## src/rtl/alu_exec_pkg.sv

```systemverilog
// rtl/alu_exec_pkg.sv - ALU control codes, funct/AluOp encodings and FSM state encoding
package alu_exec_pkg;

  localparam logic [3:0] ALU_AND = 4'b0000;
  localparam logic [3:0] ALU_OR  = 4'b0001;
  localparam logic [3:0] ALU_ADD = 4'b0010;
  localparam logic [3:0] ALU_SUB = 4'b0110;
  localparam logic [3:0] ALU_SLT = 4'b0111;
  localparam logic [3:0] ALU_MUL = 4'b1000;
  localparam logic [3:0] ALU_BNE = 4'b1011;
  localparam logic [3:0] ALU_SRL = 4'b1110;
  localparam logic [3:0] ALU_SLL = 4'b1111;

  localparam logic [5:0] F_ADD = 6'b100000;
  localparam logic [5:0] F_SUB = 6'b100010;
  localparam logic [5:0] F_AND = 6'b100100;
  localparam logic [5:0] F_OR  = 6'b100101;
  localparam logic [5:0] F_SLT = 6'b101010;
  localparam logic [5:0] F_SLL = 6'b000000;
  localparam logic [5:0] F_SRL = 6'b000010;
  localparam logic [5:0] F_MUL = 6'b011000;

  localparam logic [1:0] OP_LWSW  = 2'b00;
  localparam logic [1:0] OP_BEQ   = 2'b01;
  localparam logic [1:0] OP_RTYPE = 2'b10;
  localparam logic [1:0] OP_BNE   = 2'b11;

  typedef logic [1:0] state_t;
  localparam state_t ST_IDLE  = 2'd0;
  localparam state_t ST_SHIFT = 2'd1;
  localparam state_t ST_MULT  = 2'd2;
  localparam state_t ST_DONE  = 2'd3;

endpackage

```

## src/rtl/alu_exec_seq_if.sv

```systemverilog
// rtl/alu_exec_seq_if.sv - request/response handshake bundle for the EX-stage ALU
interface alu_exec_seq_if #(
  parameter int DATA_W  = 32,
  parameter int SHAMT_W = 5
);
  logic               in_valid;
  logic               in_ready;
  logic [1:0]         alu_op;
  logic [5:0]         funct;
  logic [SHAMT_W-1:0] shamt;
  logic [DATA_W-1:0]  op_a;
  logic [DATA_W-1:0]  op_b;
  logic               out_valid;
  logic               out_ready;
  logic [DATA_W-1:0]  result;
  logic [3:0]         alu_ctrl;
  logic               zero;
  logic               branch_taken;
  logic               illegal;

  modport master (
    output in_valid, alu_op, funct, shamt, op_a, op_b, out_ready,
    input  in_ready, out_valid, result, alu_ctrl, zero, branch_taken, illegal
  );

  modport slave (
    input  in_valid, alu_op, funct, shamt, op_a, op_b, out_ready,
    output in_ready, out_valid, result, alu_ctrl, zero, branch_taken, illegal
  );
endinterface

```

## src/rtl/alu_exec_decode.sv

```systemverilog
// rtl/alu_exec_decode.sv - combinational AluOp/funct decoder, shared with hazard logic
// Multiply decode is present only with ALU_EXEC_SEQ_MULT_EN.
module alu_exec_decode
  import alu_exec_pkg::*;
(
  input  logic [1:0] alu_op_i,
  input  logic [5:0] funct_i,
  output logic [3:0] alu_ctrl_o,
  output logic       is_shift_o,
  output logic       is_mult_o,
  output logic       illegal_o
);
  always_comb begin
    alu_ctrl_o = ALU_AND;
    is_shift_o = 1'b0;
    is_mult_o  = 1'b0;
    illegal_o  = 1'b0;
    case (alu_op_i)
      OP_LWSW: alu_ctrl_o = ALU_ADD;
      OP_BEQ:  alu_ctrl_o = ALU_SUB;
      OP_BNE:  alu_ctrl_o = ALU_BNE;
      default: begin
        case (funct_i)
          F_ADD: alu_ctrl_o = ALU_ADD;
          F_SUB: alu_ctrl_o = ALU_SUB;
          F_AND: alu_ctrl_o = ALU_AND;
          F_OR:  alu_ctrl_o = ALU_OR;
          F_SLT: alu_ctrl_o = ALU_SLT;
          F_SLL: begin alu_ctrl_o = ALU_SLL; is_shift_o = 1'b1; end
          F_SRL: begin alu_ctrl_o = ALU_SRL; is_shift_o = 1'b1; end
`ifdef ALU_EXEC_SEQ_MULT_EN
          F_MUL: begin alu_ctrl_o = ALU_MUL; is_mult_o = 1'b1; end
`endif
          default: illegal_o = 1'b1;
        endcase
      end
    endcase
  end
endmodule

```

## src/rtl/alu_exec_seq.sv

```systemverilog
// rtl/alu_exec_seq.sv - EX-stage ALU: single-cycle ops, bit-serial shifts, optional multiply
// Shift-add multiply is built only with ALU_EXEC_SEQ_MULT_EN.
module alu_exec_seq
  import alu_exec_pkg::*;
#(
  parameter int DATA_W  = 32,
  parameter int SHAMT_W = 5
) (
  input logic           clk,
  input logic           reset,
  alu_exec_seq_if.slave bus
);
  localparam logic [SHAMT_W-1:0] CNT_ONE = SHAMT_W'(1);

  logic [3:0] dec_ctrl;
  logic       dec_is_shift, dec_is_mult, dec_illegal;

  alu_exec_decode u_decode (
    .alu_op_i   (bus.alu_op),
    .funct_i    (bus.funct),
    .alu_ctrl_o (dec_ctrl),
    .is_shift_o (dec_is_shift),
    .is_mult_o  (dec_is_mult),
    .illegal_o  (dec_illegal)
  );

  state_t             state_q, state_d;
  logic [DATA_W-1:0]  result_q, result_d;
  logic [DATA_W-1:0]  work_q, work_d;
  logic [SHAMT_W-1:0] cnt_q, cnt_d;
  logic [3:0]         ctrl_q, ctrl_d;
  logic               zero_q, zero_d, branch_q, branch_d, illegal_q, illegal_d;
  logic               left_q, left_d;
  logic [DATA_W-1:0]  alu_now, shifted;
  logic               branch_now;
`ifdef ALU_EXEC_SEQ_MULT_EN
  logic [DATA_W-1:0]  mcand_q, mcand_d, mplier_q, mplier_d, acc;
`else
  logic               dec_mult_unused;
  assign dec_mult_unused = dec_is_mult;
`endif

  // Single-cycle result; shifts reach here only with shamt == 0, so they pass op_b.
  always_comb begin
    alu_now = '0;
    if (!dec_illegal) begin
      case (dec_ctrl)
        ALU_ADD:          alu_now = bus.op_a + bus.op_b;
        ALU_SUB, ALU_BNE: alu_now = bus.op_a - bus.op_b;
        ALU_AND:          alu_now = bus.op_a & bus.op_b;
        ALU_OR:           alu_now = bus.op_a | bus.op_b;
        ALU_SLT:          alu_now = {{(DATA_W-1){1'b0}}, $signed(bus.op_a) < $signed(bus.op_b)};
        ALU_SLL, ALU_SRL: alu_now = bus.op_b;
        default:          alu_now = '0;
      endcase
    end
  end

  assign branch_now = (bus.alu_op == OP_BEQ) ? (bus.op_a == bus.op_b) :
                      (bus.alu_op == OP_BNE) ? (bus.op_a != bus.op_b) : 1'b0;
  assign shifted    = left_q ? (work_q << 1) : (work_q >> 1);
`ifdef ALU_EXEC_SEQ_MULT_EN
  assign acc        = work_q + (mplier_q[0] ? mcand_q : '0);
`endif

  always_comb begin
    state_d   = state_q;
    result_d  = result_q;
    work_d    = work_q;
    cnt_d     = cnt_q;
    ctrl_d    = ctrl_q;
    zero_d    = zero_q;
    branch_d  = branch_q;
    illegal_d = illegal_q;
    left_d    = left_q;
`ifdef ALU_EXEC_SEQ_MULT_EN
    mcand_d   = mcand_q;
    mplier_d  = mplier_q;
`endif
    case (state_q)
      ST_IDLE: begin
        if (bus.in_valid) begin
          ctrl_d    = dec_ctrl;
          illegal_d = dec_illegal;
          branch_d  = branch_now;
          if (dec_is_shift && (bus.shamt != '0)) begin
            work_d  = bus.op_b;
            cnt_d   = bus.shamt;
            left_d  = (dec_ctrl == ALU_SLL);
            state_d = ST_SHIFT;
`ifdef ALU_EXEC_SEQ_MULT_EN
          end else if (dec_is_mult) begin
            work_d   = '0;
            mcand_d  = bus.op_a;
            mplier_d = bus.op_b;
            cnt_d    = '1;
            state_d  = ST_MULT;
`endif
          end else begin
            result_d = alu_now;
            zero_d   = (alu_now == '0);
            state_d  = ST_DONE;
          end
        end
      end
      ST_SHIFT: begin
        work_d = shifted;
        cnt_d  = cnt_q - CNT_ONE;
        if (cnt_q == CNT_ONE) begin
          result_d = shifted;
          zero_d   = (shifted == '0);
          state_d  = ST_DONE;
        end
      end
`ifdef ALU_EXEC_SEQ_MULT_EN
      // One multiplier bit per cycle; cnt runs DATA_W-1 down to 0.
      ST_MULT: begin
        work_d   = acc;
        mcand_d  = mcand_q << 1;
        mplier_d = mplier_q >> 1;
        cnt_d    = cnt_q - CNT_ONE;
        if (cnt_q == '0) begin
          result_d = acc;
          zero_d   = (acc == '0);
          state_d  = ST_DONE;
        end
      end
`endif
      ST_DONE: if (bus.out_ready) state_d = ST_IDLE;
      default: state_d = ST_IDLE;
    endcase
  end

  always_ff @(posedge clk or posedge reset) begin
    if (reset) begin
      state_q   <= ST_IDLE;
      result_q  <= '0;
      work_q    <= '0;
      cnt_q     <= '0;
      ctrl_q    <= ALU_AND;
      zero_q    <= 1'b0;
      branch_q  <= 1'b0;
      illegal_q <= 1'b0;
      left_q    <= 1'b0;
`ifdef ALU_EXEC_SEQ_MULT_EN
      mcand_q   <= '0;
      mplier_q  <= '0;
`endif
    end else begin
      state_q   <= state_d;
      result_q  <= result_d;
      work_q    <= work_d;
      cnt_q     <= cnt_d;
      ctrl_q    <= ctrl_d;
      zero_q    <= zero_d;
      branch_q  <= branch_d;
      illegal_q <= illegal_d;
      left_q    <= left_d;
`ifdef ALU_EXEC_SEQ_MULT_EN
      mcand_q   <= mcand_d;
      mplier_q  <= mplier_d;
`endif
    end
  end

  assign bus.in_ready     = (state_q == ST_IDLE);
  assign bus.out_valid    = (state_q == ST_DONE);
  assign bus.result       = result_q;
  assign bus.alu_ctrl     = ctrl_q;
  assign bus.zero         = zero_q;
  assign bus.branch_taken = branch_q;
  assign bus.illegal      = illegal_q;
endmodule

```

## src/flat_wrapper.sv

```systemverilog
// flat-port wrapper written by rule: the top's interface ports become plain ports
module alu_exec_seq_flat import alu_exec_pkg::*;
#(
  parameter int DATA_W  = 32,
  parameter int SHAMT_W = 5
)
  (clk, reset, bus_in_valid, bus_alu_op, bus_funct, bus_shamt, bus_op_a, bus_op_b, bus_out_ready, bus_in_ready, bus_out_valid, bus_result, bus_alu_ctrl, bus_zero, bus_branch_taken, bus_illegal);
  alu_exec_seq_if #(.DATA_W(DATA_W), .SHAMT_W(SHAMT_W)) bus_i ();
  input logic clk;
  input logic reset;
  input wire logic [$bits(bus_i.in_valid)-1:0] bus_in_valid;
  input wire logic [$bits(bus_i.alu_op)-1:0] bus_alu_op;
  input wire logic [$bits(bus_i.funct)-1:0] bus_funct;
  input wire logic [$bits(bus_i.shamt)-1:0] bus_shamt;
  input wire logic [$bits(bus_i.op_a)-1:0] bus_op_a;
  input wire logic [$bits(bus_i.op_b)-1:0] bus_op_b;
  input wire logic [$bits(bus_i.out_ready)-1:0] bus_out_ready;
  output wire logic [$bits(bus_i.in_ready)-1:0] bus_in_ready;
  output wire logic [$bits(bus_i.out_valid)-1:0] bus_out_valid;
  output wire logic [$bits(bus_i.result)-1:0] bus_result;
  output wire logic [$bits(bus_i.alu_ctrl)-1:0] bus_alu_ctrl;
  output wire logic [$bits(bus_i.zero)-1:0] bus_zero;
  output wire logic [$bits(bus_i.branch_taken)-1:0] bus_branch_taken;
  output wire logic [$bits(bus_i.illegal)-1:0] bus_illegal;
  assign bus_i.in_valid = bus_in_valid;
  assign bus_i.alu_op = bus_alu_op;
  assign bus_i.funct = bus_funct;
  assign bus_i.shamt = bus_shamt;
  assign bus_i.op_a = bus_op_a;
  assign bus_i.op_b = bus_op_b;
  assign bus_i.out_ready = bus_out_ready;
  assign bus_in_ready = bus_i.in_ready;
  assign bus_out_valid = bus_i.out_valid;
  assign bus_result = bus_i.result;
  assign bus_alu_ctrl = bus_i.alu_ctrl;
  assign bus_zero = bus_i.zero;
  assign bus_branch_taken = bus_i.branch_taken;
  assign bus_illegal = bus_i.illegal;
  alu_exec_seq #(.DATA_W(DATA_W), .SHAMT_W(SHAMT_W)) u_core (.clk(clk), .reset(reset), .bus(bus_i));
endmodule
```

## config.mk

```make
export PLATFORM = sky130hd
export DESIGN_NAME = alu_exec_seq_flat
export DESIGN_NICKNAME = d
export VERILOG_FILES = /design/src/rtl/alu_exec_pkg.sv /design/src/rtl/alu_exec_seq_if.sv /design/src/rtl/alu_exec_decode.sv /design/src/rtl/alu_exec_seq.sv /design/src/flat_wrapper.sv
export SDC_FILE = /design/constraint.sdc
export NUM_CORES = 1
export LEC_CHECK = 0
export ABC_AREA = 1
export CORE_AREA = 2 2 117 164
export DETAILED_ROUTE_END_ITERATION = 16
export DIE_AREA = 0 0 119 166
export GPL_ROUTABILITY_DRIVEN = 0
export HOLD_SLACK_MARGIN = 0.08
export PLACE_DENSITY = 0.83
export SETUP_SLACK_MARGIN = 0.4
export SLEW_MARGIN = 10
export SYNTH_ARGS = -nofsm -noshare
export SYNTH_HDL_FRONTEND = slang
export SYNTH_SLANG_ARGS = --single-unit
```

## constraint.sdc

```tcl
create_clock -name clk -period 4.55 [get_ports clk]
set_input_delay 0.6825 -clock clk [delete_from_list [all_inputs] [get_ports clk]]
set_output_delay 0.6825 -clock clk [all_outputs]
set_load 0.005 [all_outputs]
```

==> results of run 1 <==
==> critical path, cell delays in order <==
cell	delay [ns]
clkdlybuf4s50_1	0.51
inv_1	0.15
ha_1	0.46
nand2_1	0.16
inv_1	0.05
a21oi_1	0.25
nand2_1	0.18
a21oi_1	0.22
inv_1	0.10
nand2_1	0.18
nand3_1	0.09
nand3_1	0.09
nand3_1	0.18
o21ai_1	0.22
nand2_1	0.08
nor2_1	0.11
nand2_1	0.06
a21oi_1	0.12
==> layout make-up <==
type / count / area (sq um)
clock inverter: 2 / 37.5
timing repair buffer: 139 / 1360
multi-input combinational: 1405 / 7310
sequential: 79 / 1980
inverter: 309 / 1160
tap: 244 / 305
clock buffer: 14 / 274
fill: 1695 / 5960
==> registers in the layout, summed over array words and instances (netlist names) <==
| register | flops |
|---|---|
| u_core.bus.result | 32 |
| u_core.cnt_q | 5 |
| u_core.bus.illegal | 1 |
| u_core.state_q | 2 |
| u_core.work_q | 32 |
| u_core.bus.zero | 1 |
| u_core.left_q | 1 |
| u_core.bus.alu_ctrl | 4 |
| u_core.bus.branch_taken | 1 |
==> Yosys cell counts, types with 23 or more instances <==
| master | n |
|---|---|
| o21ai_0 | 81 |
| ha_1 | 105 |
| dfrtp_1 | 79 |
| nor3_1 | 23 |
| a21oi_1 | 69 |
| clkbuf_1 | 27 |
| nor2_1 | 263 |
| a31oi_1 | 35 |
| nand3_1 | 188 |
| nand2_1 | 499 |
| inv_1 | 303 |
| buf_2 | 30 |
==> stage by stage <==
step           setup WS, ns  utilization  std cells  area (sq um)
5_1_grt               0.710        0.676       2192         12400
4_1_cts                1.08        0.676       2192         12400
3_3_place_gp          0.756        0.659       2176         12100
3_5_place_dp          0.745        0.659       2176         12100
2_1_floorplan          1.84            -       1865         10800
6_report              0.907        0.676       2192         12400
==> report_power, final <==
| group | switching (uW) | internal, uW | total [uW] |
|---|---|---|---|
| clock | 273 | 470 | 743 |
| sequential | 200 | 1050 | 1250 |
| combinational | 1660 | 1080 | 2740 |
| total | 2130 | 2600 | 4730 |
==> worst max path at each step <==
stage	startpoint	endpoint	slack, ns	depth (start not counted)
floorplan	reset	u_core.bus.alu_ctrl[0]$_DFFE_PP0P_	1.84	1
global placement	bus_op_b[6]	u_core.bus.zero$_DFFE_PP0P_	0.76	18
detailed placement	bus_op_b[6]	u_core.bus.zero$_DFFE_PP0P_	0.75	18
CTS	bus_op_b[6]	u_core.bus.zero$_DFFE_PP0P_	1.08	18
global route	bus_op_b[6]	u_core.bus.zero$_DFFE_PP0P_	0.71	18
finish	bus_op_b[5]	u_core.bus.zero$_DFFE_PP0P_	0.91	18
==> per-layer routing <==
metal,share of wire,global-route usage,wire [microns]
met3,0.10,0.0529,3960
met5,0,0,0
met4,0.081,0.250,3110
met2,0.45,0.634,17400
met1,0.37,0.477,14100
==> cell families after synthesis <==
kind of cell	after synthesis	synth area share
muxes	1	0.000928
xor gates and xnor gates	15	0.0122
buffers and inverters	381	0.140
DFF	79	0.183
adders and majority gates	107	0.126
AOI/OAI and AO/OA	244	0.132
and+or+nand+nor	1038	0.406
==> metrics.txt, run 1 <==
outcome completed; EDFF count, synth 0; Final period util 0.801; Critical Path RT 4.81 ns; Die Y 166 microns; final hold vios 0; # rows 59; layout cells sized above 1 0.0385; Slew @ Worst Pin around 1.1 ns; maximum number of pins on one net before global-route repair 64; CP Class input pin to flop; clk_skew 0.00780 ns; Post-CTS Hold Buffers 0; synth unique cells 45; R2R cell count 11; Pwr Total 4730 uW; main area contributors after synthesis dfrtp_1, nand2_1, ha_1, inv_1, nor2_1; Seq/Total Area, Yosys 0.183; First DRT Iteration DRCs 1,839; maximum clock insertion buffer count 2; CTS tree done; vias 13,045; post-synthesis async set-or-reset flop share 1.00; R2R setup slack around 1.9 ns; synthesized flop and latch total 79; commonest non-fill, non-tap cell in the layout nand2_1; dominant cell type by area after synthesis dfrtp_1; DR vias/cell 5.95; Pleak 0.00646 uW; Setup Buffers After CTS 0; Worst VDD drop between 0.0002 and 0.00025 V; most frequent cells in the layout nand2_1, inv_1, nor2_1; die area roughly 20,000 sq um; fin crit period around 3.6 ns; worst hold path class flop to flop; I/O pin cnt 122; Chip Width approximately 120 microns; Crit. End Element flop; IO buf count 121; root buffer cell clkbuf_16; Num CTS Buffers 9; drt first pass iters 8; Resized cells post-CTS 0; post-route ant nets 0; R2R Path Start u_core.state_q[0]$_DFFE_PP0P_; H-tree depth 3; clock transition at the registers of the reported paths approximately 0.060 ns; setup tns final 0 ns; Starting Density 0.587; # setup viols final 0; HP Start u_core.bus.alu_ctrl[0]$_DFFE_PP0P_; Synth Warn # 0; DRC Markers 0; share of the synthesized area in the top cell type 0.183; # diodes 0; Post-synth top flop dfrtp_1; WHS Endpoint u_core.bus.alu_ctrl[0]$_DFFE_PP0P_; P&R area growth vs syn 15.2%; syn_nets 2,053; f_max 0.274 GHz; GRT Total Usage 0.388; reg-to-reg critical path endpoint u_core.bus.zero$_DFFE_PP0P_; max-slew violation count 0; Rel. slew slack 0.296; syn avg cell area between 5 and 6 sq um; WP data arrival 3.90 ns; Synth Cell Area around 11,000 sq um; later-pin clock latency in the skew report 0.34 ns; largest fanout on the critical path 8; RSZ-0062 raised after global routing no; drt wl/cell 17.6 microns; Hold Slack 0.484 ns; worst hold path cell count 2; max-cap violation count 0; Pwr Density 381 nW/um^2; initial antenna violation count 0; Worst Setup Start Kind input pin; Post-Route WL 38.6 mm; Syn Inst Count 1,865; Nets 2,131; clk sinks 79; core footprint around 18,000 sq um; Congestion Overflow GR 0; vias in the first global route approximately 12,000; DP Wirelength 30.9 mm; first-pass GRT wire length 61.2 mm
(Power assumes the default switching activity.)
==> inputs of run 2 (changes only) <==
--- a/config.mk
+++ b/config.mk
@@ -6,12 +6,12 @@
 export NUM_CORES = 1
 export LEC_CHECK = 0
 export ABC_AREA = 1
-export CORE_AREA = 2 2 117 164
+export CORE_AREA = 2 2 118 165
 export DETAILED_ROUTE_END_ITERATION = 16
-export DIE_AREA = 0 0 119 166
+export DIE_AREA = 0 0 120 167
 export GPL_ROUTABILITY_DRIVEN = 0
 export HOLD_SLACK_MARGIN = 0.08
-export PLACE_DENSITY = 0.83
+export PLACE_DENSITY = 0.82
 export SETUP_SLACK_MARGIN = 0.4
 export SLEW_MARGIN = 10
 export SYNTH_ARGS = -nofsm -noshare
==> constraint.sdc (replaced) <==
create_clock -name clk -period 3.8 [get_ports clk]
set_input_delay 0.57 -clock clk [delete_from_list [all_inputs] [get_ports clk]]
set_output_delay 0.57 -clock clk [all_outputs]
set_load 0.005 [all_outputs]
==> metrics.txt, run 2 (same netlist as run 1, synthesis figures left out) <==
CTS tree done; setup tns final 0 ns; reg-to-reg critical path endpoint u_core.bus.result[31]$_DFFE_PP0P_; largest fanout on the critical path 8; First DRT Iteration DRCs 2,114; DP Wirelength 31.4 mm; commonest non-fill, non-tap cell in the layout nand2_1; worst hold path cell count 2; f_max slightly above 0.3 GHz; # rows 59; GRT Total Usage 0.392; Post-CTS Hold Buffers 0; final hold vios 0; later-pin clock latency in the skew report 0.34 ns; layout cells sized above 1 0.0822; initial antenna violation count 0; clk_skew between 0.005 and 0.006 ns; RSZ-0062 raised after global routing no; fin crit period approximately 3.3 ns; HP Start u_core.bus.alu_ctrl[2]$_DFFE_PP0P_; combinational share of power 0.580; vias 13,168; clk sinks 79; Worst Setup EP u_core.bus.zero$_DFFE_PP0P_; Worst VDD drop approximately 0.00033 V; H-tree depth 3; worst hold path class flop to flop; P_int ~3200 uW; drt first pass iters 7; final core area utilization 0.699; vias in the first global route 11,994; Pleak 0.00667 uW; sequential power share 0.257; CP Class input pin to flop; clock share of power 0.163; max-cap violation count 0; R2R Path Start u_core.cnt_q[2]$_DFFE_PP0P_; first-pass GRT wire length 62.3 mm; R2R setup slack 1.34 ns; core footprint 18,500 sq um; I/O pin cnt 122; R2R cell count 10; outcome completed; Crit. End Element flop; Die Y 167 microns; most frequent cells in the layout nand2_1, inv_1, nor2_1; root buffer cell clkbuf_16; maximum clock insertion buffer count 2; # setup viols final 0; Num CTS Buffers 9; maximum number of pins on one net before global-route repair 43; max-slew violation count 0; Post-Route WL 39.8 mm; Slew @ Worst Pin 0.799 ns; Congestion Overflow GR 0; DRC Markers 0; pre-CTS setup slack -0.0260 ns; P&R area growth vs syn 20.1%; post-route ant nets 0; Worst Setup Start Kind input pin; DR vias/cell 5.91; WP data arrival around 3.5 ns; Critical Path RT 4.06 ns; Nets 2,165; die area 20,000 sq um; Starting Density 0.582; critical path launch point bus_op_b[23]; Rel. slew slack 0.466; drt wl/cell 17.9 microns; Chip Width 120 microns; clock transition at the registers of the reported paths 0.06 ns; IO buf count ~120; Switch Pwr 2600 uW; switch share 0.447; Final period util 0.863; Pwr Density 449 nW/um^2; final worst slack slightly above 0.5 ns
run 2: worst min path at each step:
| stage | end |
|---|---|
| finish | u_core.bus.alu_ctrl[2]$_DFFE_PP0P_ |
| global route | u_core.bus.branch_taken$_DFFE_PP0P_ |
| CTS | u_core.bus.branch_taken$_DFFE_PP0P_ |
| detailed placement | u_core.bus.alu_ctrl[2]$_DFFE_PP0P_ |
| global placement | u_core.bus.alu_ctrl[1]$_DFFE_PP0P_ |
| floorplan | u_core.bus.alu_ctrl[2]$_DFFE_PP0P_ |
run 2: cell type report:
cell class	instances	area, sq um
inverter	309	1160
multi-input combinational	1405	7550
sequential	79	1980
tap	244	305
clock inverter	3	65.1
fill	1692	5580
antenna	1	2.50
timing repair buffer	173	1630
clock buffer	13	260
run 2: per-layer routing:
layer / share of wire / routed length [microns] / vias to the layer above / track usage
met4: 0.078 / 3100 / 0 / 0.247
met2: 0.45 / 17900 / 879 / 0.624
li1: - / - / 6168 / -
met1: 0.37 / 14800 / 5908 / 0.493
met3: 0.099 / 3960 / 213 / 0.0586
met5: 0 / 0 / - / 0
run 2: stage by stage:
step	std cells	power [uW]	area [sq um]	hold WS, ns
2_1_floorplan	1865	3450	10800	0.472
3_3_place_gp	2209	4670	12400	0.467
3_5_place_dp	2209	4730	12400	0.470
4_1_cts	2225	5700	12700	0.496
5_1_grt	2226	6220	12900	0.532
6_report	2227	5820	12900	0.486
run 2: what timing repair did:
action                                  in CTS  in global routing
pin swaps                                    0                  4
buffers inserted                             0                  1
endpoints found under the setup margin       1                  4
resized for setup                            1                 62
run 2: power groups by stage:
stage | registers, uW | clock network [uW] | logic (uW)
floorplan | 1460 | 0 | 1990
global placement | 1490 | 0 | 3180
detailed placement | 1500 | 0 | 3230
CTS | 1490 | 944 | 3260
global route | 1540 | 982 | 3700
finish | 1500 | 946 | 3370
run 2: worst max-delay path, cell delays in order:
cell	delay [ns]
clkdlybuf4s50_1	0.55
inv_1	0.10
ha_2	0.43
nand2_1	0.14
nor2_1	0.29
nand2_1	0.20
nor3_1	0.18
nand2_1	0.16
nand2_1	0.11
nand2_1	0.05
nand3_1	0.06
nand3_1	0.15
o21ai_0	0.21
nand2_1	0.08
nor2_1	0.10
nand2_1	0.05
a21oi_1	0.11
==> inputs of run 3 (changes only) <==
--- a/config.mk
+++ b/config.mk
@@ -6,9 +6,9 @@
 export NUM_CORES = 1
 export LEC_CHECK = 0
 export ABC_AREA = 1
-export CORE_AREA = 2 2 118 165
+export CORE_AREA = 2 2 139 141
 export DETAILED_ROUTE_END_ITERATION = 16
-export DIE_AREA = 0 0 120 167
+export DIE_AREA = 0 0 141 143
 export GPL_ROUTABILITY_DRIVEN = 0
 export HOLD_SLACK_MARGIN = 0.08
 export PLACE_DENSITY = 0.82
@@ -16,4 +16,5 @@
 export SLEW_MARGIN = 10
 export SYNTH_ARGS = -nofsm -noshare
 export SYNTH_HDL_FRONTEND = slang
+export SYNTH_HIERARCHICAL = 1
 export SYNTH_SLANG_ARGS = --single-unit
==> metrics.txt, run 3 <==
crit-path leading delay family simple AND/OR/NAND/NOR gates; number of fill cells in the layout 1,631; combinational share of power 0.573; worst hold path cell count 2; first-pass GRT wire length between 60 and 70 mm; WP data arrival 3.50 ns; drt wl/cell roughly 19 microns; non-filler instance count after layout 2,163; IO buf count approximately 120; Critical Path Max Stage Delay 0.51 ns; Final period util 0.850; DRC Markers 0; Slew @ Worst Pin 0.862 ns; setup tns final 0 ns; placed cell area 12,200 sq um; Congestion Overflow GR 0; root buffer cell clkbuf_16; R2R cell count 9; crit path max-delay cell type ha_1; P_int between 3000 and 4000 uW; Starting Density 0.584; # setup viols final 0; maximum clock insertion buffer count 2; final hold vios 0; switch share 0.455; clock transition at the registers of the reported paths around 0.06 ns; maximum number of pins on one net before global-route repair 51; largest fanout on the critical path 7; Syn Inst Count 1,828; Post-Route WL 40.1 mm; H-tree depth 3; Critical Path RT around 4.1 ns; RSZ-0062 raised after global routing no; Multi-input gate area between 7000 and 8000 sq um; Pwr Density about 460 nW/um^2; Worst Setup Start Kind input pin; Nets around 2,100; GRT Total Usage 0.389; f_max 0.310 GHz; # diodes 0; Pleak 0.00667 uW; DP Wirelength 31.5 mm; I/O pin cnt 122; Crit path buffers/inverters 2; post-route ant nets 0; final worst slack 0.569 ns; WP depth 19; later-pin clock latency in the skew report 0.34 ns; clk sinks 79; worst hold path class flop to flop; initial antenna violation count 0; commonest non-fill, non-tap cell in the layout nand2_1; max-cap violation count 0; CP dominant cell by count nand2_2; outcome completed; vias in the first global route about 12,000; Synth Warn # 6; placed insts 2,143; Die Y 143 microns; Crit. End Element flop; Post-CTS Hold Buffers 0; Num CTS Buffers 9; most frequent cells in the layout nand2_1, inv_1, nand3_1; CP Class input pin to flop; First DRT Iteration DRCs ~2,100; sequential power share 0.253; Switch Pwr ~2600 uW; DR vias/cell between 6 and 7; Worst VDD drop 0.000367 V; vias about 13,000; syn_nets 2,016; core footprint between 15,000 and 20,000 sq um; fin crit period 3.23 ns; syn avg cell area 5.93 sq um; drt first pass iters 7; Rel. slew slack 0.425; Chip Width ~140 microns; CTS tree done; clk_skew 0.00487 ns; Synth Cell Area 10,800 sq um; worst path cell trace clkdlybuf4s50_1 > inv_1 > ha_1 > nand2_2 > nor2_2 > nand2_2 > nand2_2 > nand2_2 > nand2_2 > nand2_1 > nand2_1 > nand2_1 > nand3_1 > nand3_1 > o21ai_1 > nand3_1 > nor2_1 > nand2_1 > a21oi_2; layout cells sized above 1 0.0829; clock share of power 0.174; # rows 50; register area just under 2000 sq um; pre-CTS setup slack 0.222 ns; max-slew violation count 0; die area 20,200 sq um; P&R area growth vs syn 17.5%; final instance area between 10,000 and 15,000 sq um
## run 3: what timing repair did
action,in CTS,in global routing
buffers inserted,0,3
gates resized for setup,0,31
endpoints found under the setup margin,0,1
## run 3: worst register-to-register path, cell delays in order (launching register included)
cell and delay, ns:
dfrtp_1 0.41, inv_1 0.07, nor2_1 0.05, inv_1 0.51, a31oi_1 0.12, o21bai_1 0.24, nor2_4 0.33, buf_4 0.51
o21ai_0 0.27, nand2_1 0.11
## run 3: path summary, 6_finish.rpt
kind / from / endpoint / slack [ns]
max reg2reg: u_core/state_q[0]$_DFFE_PP0P_ / u_core/bus.result[6]$_DFFE_PP0P_ / 1.13
min in group asynchronous: reset / u_core/cnt_q[4]$_DFFE_PP0P_ / 0.69
min: u_core/bus.result[6]$_DFFE_PP0P_ / u_core/bus.result[6]$_DFFE_PP0P_ / 0.49
min reg2reg: u_core/bus.result[6]$_DFFE_PP0P_ / u_core/bus.result[6]$_DFFE_PP0P_ / 0.49
max in group asynchronous: reset / u_core/bus.result[21]$_DFFE_PP0P_ / 2.37
max: bus_op_b[5] / u_core/bus.zero$_DFFE_PP0P_ / 0.57
## run 3: final cells by class
type                    count  area share
multi-input cells        1342       0.575
well taps                 234      0.0230
repair buffers            157       0.121
clock buffers               9      0.0177
flip-flops and latches     79       0.155
clock inverters             7     0.00943
inverters                 335      0.0988
## run 3: layer usage
layer,vias to the layer above,GRT usage,wire [microns],share of wire
met3,198,0.0842,4960,0.12
met2,916,0.615,17400,0.43
met5,-,0,0,0
met4,0,0.250,2930,0.073
li1,6057,-,-,-
met1,5856,0.483,14800,0.37
## run 3: through the flow
step	power, uW	hold WS, ns	utilization
final	5800	0.490	0.686
after global placement	4550	0.468	0.657
after detailed placement	4620	0.475	0.657
after CTS	5680	0.492	0.676
after floorplan	3380	0.473	-
after global routing	6160	0.542	0.686
## run 3: power by group through the flow
stage               Clock (uW)  Combinational (uW)  Sequential, uW
CTS                       1010                3210            1460
global placement             0                3090            1460
detailed placement           0                3160            1460
floorplan                    0                1950            1420
global route              1050                3600            1500
finish                    1010                3320            1470
